==> config.mk <==
export PLATFORM = sky130hd
export DESIGN_NAME = zone_luma_stats
export DESIGN_NICKNAME = d
export VERILOG_FILES = /design/src/rtl/backlight_pkg.sv /design/src/rtl/zone_acc.sv /design/src/rtl/zone_luma_stats.sv
export SDC_FILE = /design/constraint.sdc
export NUM_CORES = 1
export LEC_CHECK = 0
export CAP_MARGIN = 5
export CORE_MARGIN = 5
export CORE_UTILIZATION = 54
export CTS_BUF_LIST = sky130_fd_sc_hd__clkbuf_2
export CTS_CLUSTER_DIAMETER = 30
export CTS_CLUSTER_SIZE = 25
export DETAILED_ROUTE_END_ITERATION = 12
export PLACE_DENSITY = 0.72
export SETUP_SLACK_MARGIN = 0.02
export SYNTH_ARGS = -nofsm -noshare
export SYNTH_HDL_FRONTEND = slang
export SYNTH_SLANG_ARGS = --single-unit
==> constraint.sdc <==
create_clock -name iODCK -period 2.5 [get_ports iODCK]
set_input_delay 0.25 -clock iODCK [delete_from_list [all_inputs] [get_ports iODCK]]
set_output_delay 0.25 -clock iODCK [all_outputs]
set_load 0.02 [all_outputs]
==> src/rtl/backlight_pkg.sv <==
// Shared constants, FSM state type and luma helper for the zone backlight statistics block.
package backlight_pkg;

    localparam int H_ACT     = 1920;
    localparam int ZONES     = 8;
    localparam int ZONE_W    = H_ACT / ZONES;
    localparam int SUM_W     = 26;
    localparam int AVG_SHIFT = 18;

    typedef enum logic {
        IDLE = 1'b0,
        SEND = 1'b1
    } zstate_t;

    function automatic logic [7:0] max3(input logic [23:0] p);
        logic [7:0] m;
        m = (p[23:16] > p[15:8]) ? p[23:16] : p[15:8];
        return (m > p[7:0]) ? m : p[7:0];
    endfunction

endpackage

==> src/rtl/zone_acc.sv <==
// One zone's brightness accumulator: running max, plus a luma sum blended into the
// result when ZONE_AVG_EN is defined.
module zone_acc
    import backlight_pkg::*;
(
    input  logic       clk,
    input  logic       rst_n,
    input  logic       clr,
    input  logic       upd,
    input  logic [7:0] luma,
    output logic [7:0] val
);

    logic [7:0] max_q;

    always_ff @(posedge clk or negedge rst_n) begin
        if (!rst_n)
            max_q <= '0;
        else if (clr)
            max_q <= '0;
        else if (upd && (luma > max_q))
            max_q <= luma;
    end

`ifdef ZONE_AVG_EN
    logic [SUM_W-1:0] sum_q;
    logic [8:0]       blend;

    always_ff @(posedge clk or negedge rst_n) begin
        if (!rst_n)
            sum_q <= '0;
        else if (clr)
            sum_q <= '0;
        else if (upd)
            sum_q <= sum_q + SUM_W'(luma);
    end

    // Rounded midpoint of peak and mean; 9 bits keep the carry.
    assign blend = {1'b0, max_q} + {1'b0, sum_q[SUM_W-1:AVG_SHIFT]} + 9'd1;
    assign val   = blend[8:1];
`else
    assign val = max_q;
`endif

endmodule

==> src/rtl/zone_luma_stats.sv <==
// Per-zone max(R,G,B) statistics for a vertical-strip backlight; results are snapshotted
// at each frame boundary and streamed out one zone per valid/ready handshake.
module zone_luma_stats #(
    parameter int H_ACT  = backlight_pkg::H_ACT,
    parameter int ZONES  = backlight_pkg::ZONES,
    parameter int ZONE_W = backlight_pkg::ZONE_W
) (
    input  logic                     iODCK,
    input  logic                     reset_n,
    input  logic                     iDE,
    input  logic                     iVSYNC,
    input  logic [23:0]              iQE,
    input  logic                     iZONE_READY,
    output logic                     oZONE_VALID,
    output logic [$clog2(ZONES)-1:0] oZONE_IDX,
    output logic [7:0]               oZONE_VAL,
    output logic                     oDROP
);
    import backlight_pkg::*;

    localparam int XW = $clog2(H_ACT);
    localparam int SW = $clog2(ZONE_W);
    localparam int IW = $clog2(ZONES);

    logic [XW-1:0] x_q;
    logic [SW-1:0] sub_q;
    logic [IW-1:0] zone_q;
    logic          past_q;
    logic          at_end;

    assign at_end = (x_q == XW'(H_ACT - 1));

    // past_q marks pixels beyond the active width once x has saturated.
    always_ff @(posedge iODCK or negedge reset_n) begin
        if (!reset_n) begin
            x_q    <= '0;
            sub_q  <= '0;
            zone_q <= '0;
            past_q <= 1'b0;
        end else if (!iDE) begin
            x_q    <= '0;
            sub_q  <= '0;
            zone_q <= '0;
            past_q <= 1'b0;
        end else if (at_end) begin
            past_q <= 1'b1;
        end else begin
            x_q <= x_q + 1'b1;
            if (sub_q == SW'(ZONE_W - 1)) begin
                sub_q  <= '0;
                zone_q <= zone_q + 1'b1;
            end else begin
                sub_q <= sub_q + 1'b1;
            end
        end
    end

    logic [7:0]    luma_q;
    logic          pix_vld_q;
    logic [IW-1:0] pix_zone_q;

    always_ff @(posedge iODCK or negedge reset_n) begin
        if (!reset_n) begin
            luma_q     <= '0;
            pix_vld_q  <= 1'b0;
            pix_zone_q <= '0;
        end else begin
            luma_q     <= max3(iQE);
            pix_vld_q  <= iDE && !past_q;
            pix_zone_q <= zone_q;
        end
    end

    // Two-cycle delay from the sampled edge lets the last pixel drain into the accumulators.
    logic       vs_q;
    logic [1:0] snap_pipe;
    logic       snap;

    always_ff @(posedge iODCK or negedge reset_n) begin
        if (!reset_n) begin
            vs_q      <= 1'b0;
            snap_pipe <= '0;
        end else begin
            vs_q      <= iVSYNC;
            snap_pipe <= {snap_pipe[0], iVSYNC && !vs_q};
        end
    end

    assign snap = snap_pipe[1];

    logic [ZONES-1:0][7:0] zone_val;

    for (genvar z = 0; z < ZONES; z++) begin : g_zone
        zone_acc u_acc (
            .clk   (iODCK),
            .rst_n (reset_n),
            .clr   (snap),
            .upd   (pix_vld_q && (pix_zone_q == IW'(z))),
            .luma  (luma_q),
            .val   (zone_val[z])
        );
    end

    zstate_t               state_q, state_d;
    logic [IW-1:0]         idx_q, idx_d;
    logic                  load;
    logic [ZONES-1:0][7:0] shadow_q;
    logic                  drop_q;

    always_comb begin
        state_d = state_q;
        idx_d   = idx_q;
        load    = 1'b0;
        case (state_q)
            IDLE: begin
                if (snap) begin
                    state_d = SEND;
                    idx_d   = '0;
                    load    = 1'b1;
                end
            end
            SEND: begin
                if (iZONE_READY) begin
                    if (idx_q == IW'(ZONES - 1)) begin
                        state_d = IDLE;
                        idx_d   = '0;
                    end else begin
                        idx_d = idx_q + 1'b1;
                    end
                end
            end
            default: begin
                state_d = IDLE;
                idx_d   = '0;
            end
        endcase
    end

    always_ff @(posedge iODCK or negedge reset_n) begin
        if (!reset_n) begin
            state_q  <= IDLE;
            idx_q    <= '0;
            shadow_q <= '0;
            drop_q   <= 1'b0;
        end else begin
            state_q <= state_d;
            idx_q   <= idx_d;
            if (load)
                shadow_q <= zone_val;
            // A boundary mid-transfer loses the new frame; the old one keeps draining.
            drop_q <= snap && (state_q == SEND);
        end
    end

    assign oZONE_VALID = (state_q == SEND);
    assign oZONE_IDX   = idx_q;
    assign oZONE_VAL   = oZONE_VALID ? shadow_q[idx_q] : 8'h00;
    assign oDROP       = drop_q;

endmodule
==> metrics.md <==
| Metric | Value |
|---|---|
| DR vias | `between 6000 and 7000` |
| TNS Setup | `-0.496 ns` |
| Latest clock arrival within the worst-skew pair | `about 0.76 ns` |
| WS Path Type | `reg2out` |
| CP arrival | `2.35 ns` |
| Ys async rst share | `1.00` |
| Count leader, synth | `dfrtp_1` |
| Total die area | `21100 um^2` |
| Final WS setup | `-0.103 ns` |
| Final setup violation count | `7` |
| Internal power component | `4580 uW` |
| Final hold viol count | `0` |
| Max Clock Freq | `just under 400 MHz` |
| Core region area | `18000 um^2` |
| Gp weighted congestion | `0.863` |
| VDD IR-drop max | `0.774 mV` |
| Total wire length | `22600 um` |
| Critical R2R Capture | `g_zone[2].u_acc.val[1]` |
| Cell area after synthesis | `~9900 um^2` |
| Flop2flop setup slack | `0.18 ns` |
| Hold path startpoint | `iQE[2]` |
| Leak | `roughly 0.0056 uW` |
| Reg clk slew, reported paths | `0.21 ns` |
| Chip Width | `145 um` |
| Root buffer cell | `clkbuf_2` |
| Nets | `1099` |
| Max cap viols | `0` |
| Gate power share | `0.382` |
| Pins over their slew limit | `0` |
| H-tree Lvls | `4` |
| First-pass GRT wire length | `38000 um` |
| Dominant synthesized flop cell | `dfrtp_1` |
| Cell variety after synth | `54` |
| DRC violation count after routing | `0` |
| Syn avg cell area | `between 10 and 15 um^2` |
| Worst slew pin tran | `0.864 ns` |
| PortBufs | `~40` |
| Seq pwr share | `0.446` |
| HPWL after DPL | `~17000 um` |
| Reg2reg start | `luma_q[6]` |
| Endpoint, Worst Hold | `luma_q[2]` |
| Largest net degree at the start of global routing | `65` |
| Post-synth EDFFs | `0` |
| Routed len/inst | `~18 um` |
| Relative slew slack | `0.424` |
| RSZ-0062 raised after global routing | `true` |
| Post-DRT Antenna Nets | `0` |
| Clock Tree Buf Depth | `2` |
| Mapped Cells | `870` |
| Startpoint types | `register` |
| Hold depth | `3` |
| Via density | `5.67` |
| Worst R2R Path Depth | `5` |
| Final Instance Area | `11700 um^2` |
| Crit. End Element | `primary output` |
| Minimum clock period | `approximately 2.6 ns` |
| Initial antenna violation count | `1` |
| Syn nets | `984` |
| Die Y | `145 um` |
| Num CTS Buffers | `17` |
| Synth-to-layout area growth | `18.2%` |
| Psw | `2610 uW` |
| DP Area | `11200 um^2` |
| Required time at the worst-slack endpoint | `2.25 ns` |
| Worst path slowest cell | `mux4_2` |
| Synth warn | `0` |
| Initial Utilization | `0.549` |
| Clock Skew | `about 0.063 ns` |
| Top Ports | `42` |
| GRT overflow | `0` |
| Row count | `49` |
| Top cells by area, synth | `dfrtp_1 (43%), ha_1 (11%), mux2_2 (7.5%), mux2i_1 (7.3%), nand2b_1 (4.8%)` |
| Slowest cell delay on critical path | `0.49 ns` |
| CTS tree | `yes` |
| Sw Ratio | `0.364` |
| Drt initial violations | `313` |
| Crit-path cells | `buf_12 > buf_6 > mux4_2 > mux2i_1 > nor2b_1 > buf_4` |
| Min-Delay Path Class | `in2reg` |
| Post-synthesis sequential area ratio | `0.432` |
| Layout cells sized above 1 | `0.261` |
| Critical Path Fanout Max | `8` |
| Clock Power Share | `0.172` |
| First-pass detailed-route iteration total | `4` |
| Yosys top cell area share | `0.432` |
| Clock sink count | `171` |
| Status | `finished, violations left` |
| Violated checks | `negative setup slack` |
| Tot GR Track Use | `0.222` |
| Vias in the first global route | `7218` |
| Post-synthesis register bit count | `171` |
| PD cells | `614 nW/um^2` |
| Commonest cells post-synth | `dfrtp_1 (171), ha_1 (85), nand2b_1 (76)` |
| Largest area contributor in the netlist | `dfrtp_1` |
| Final period util | `1.04` |
cells by family after synthesis:
group / share of synthesized area
and+or+nand+nor: 0.132
DFF: 0.432
muxes: 0.184
buffers and inverters: 0.0442
adders and majority gates: 0.107
xor gates and xnor gates: 0.00973
AOI/OAI and AO/OA: 0.0899
area by class of cell:
cell class                      instances  area, um^2
Antenna cell                            1        2.50
Clock buffer                           18        90.1
Clock inverter                         14        97.6
Fill cell                            1476        6320
Inverter                               73         289
Multi-Input combinational cell        591        5430
Sequential cell                       171        4280
Tap cell                              229         287
Timing Repair Buffer                  131        1220
power groups by stage:
| stage | combinational (uW) | clock, uW | sequential, uW |
|---|---|---|---|
| 2_1_floorplan | 1610 | 0 | 3200 |
| 3_3_place_gp | 2540 | 0 | 3240 |
| 3_5_place_dp | 2580 | 0 | 3240 |
| 4_1_cts | 2750 | 1290 | 3200 |
| 5_1_grt | 3040 | 1410 | 3240 |
| 6_report | 2740 | 1240 | 3210 |
per-stage QoR:
| stage | hold WS [ns] | power, uW | util | instances | worst slack [ns] |
|---|---|---|---|---|---|
| 6_report | 0.146 | 7190 | 0.649 | 1228 | -0.103 |
| 3_3_place_gp | 0.252 | 5780 | 0.621 | 1184 | -0.881 |
| 2_1_floorplan | -0.0456 | 4820 | - | 870 | -0.351 |
| 3_5_place_dp | 0.249 | 5820 | 0.621 | 1184 | -0.958 |
| 4_1_cts | 0.0186 | 7240 | 0.640 | 1226 | -0.261 |
| 5_1_grt | 0.0321 | 7690 | 0.649 | 1228 | -0.305 |
routing by layer:
layer / routed length, um / GRT usage
met1: 10000 / 0.298
met2: 11100 / 0.369
met3: 1020 / 0.0380
met4: 452 / 0.0751
met5: 0 / 0
timing repair:
action | in CTS | in global routing
setup buffers | 5 | 3
setup endpoints to repair | 18 | 17
hold buffers | 4 | 0
cloned | 1 | 0
hold endpoints to repair | 173 | 0
resized for setup | 48 | 43
pin swaps | 1 | 13
sequential cells by signal, indices dropped and copies added (netlist names), 3 cells and up:
name and flops:
x_q 11, shadow_q 64, pix_zone_q 3, sub_q 8, zone_q 3, oZONE_IDX 3
g_zone.u_acc.val 64, luma_q 8
how the worst max path moves through the flow:
stage	slack [ns]	endpoint	startpoint	cells past startpoint
global route	-0.31	oZONE_VAL[7]	oZONE_IDX[0]	6
detailed placement	-0.96	luma_q[0]	iQE[10]	15
CTS	-0.26	oZONE_VAL[0]	oZONE_IDX[0]	6
floorplan	-0.35	luma_q[1]	iQE[11]	14
global placement	-0.88	luma_q[6]	iQE[11]	16
finish	-0.10	oZONE_VAL[7]	oZONE_IDX[0]	6
cells in the final DEF, fill, tap and decap left out, drive strengths merged, types with 3 or more instances in the layout:
master	n
dfrtp	171
buf	96
ha	85
nand2b	76
inv	76
mux2i	72
mux2	66
a21oi	37
nand2	27
nor2b	25
nand4	23
nand3	19
clkbuf	18
clkdlybuf4s50	17
mux4	16
a21boi	16
a32oi	16
dlymetal6s2s	13
and2	13
nor2	11
a31oi	11
nor3	11
o211ai	9
xnor2	8
o31ai	8
o21ai	7
clkinvlp	6
and3	5
or3	5
clkinv	5
nor4	3
xor2	3
dlygate4sd3	3
critical path: cells and delay by family, from the launching register on:
family | cells | cell delay [ns]
buf+inv | 3 | 0.44
flops | 1 | 0.46
mux | 2 | 0.65
simple gates | 1 | 0.08
No activity file was read; power rests on OpenSTA's default activity.
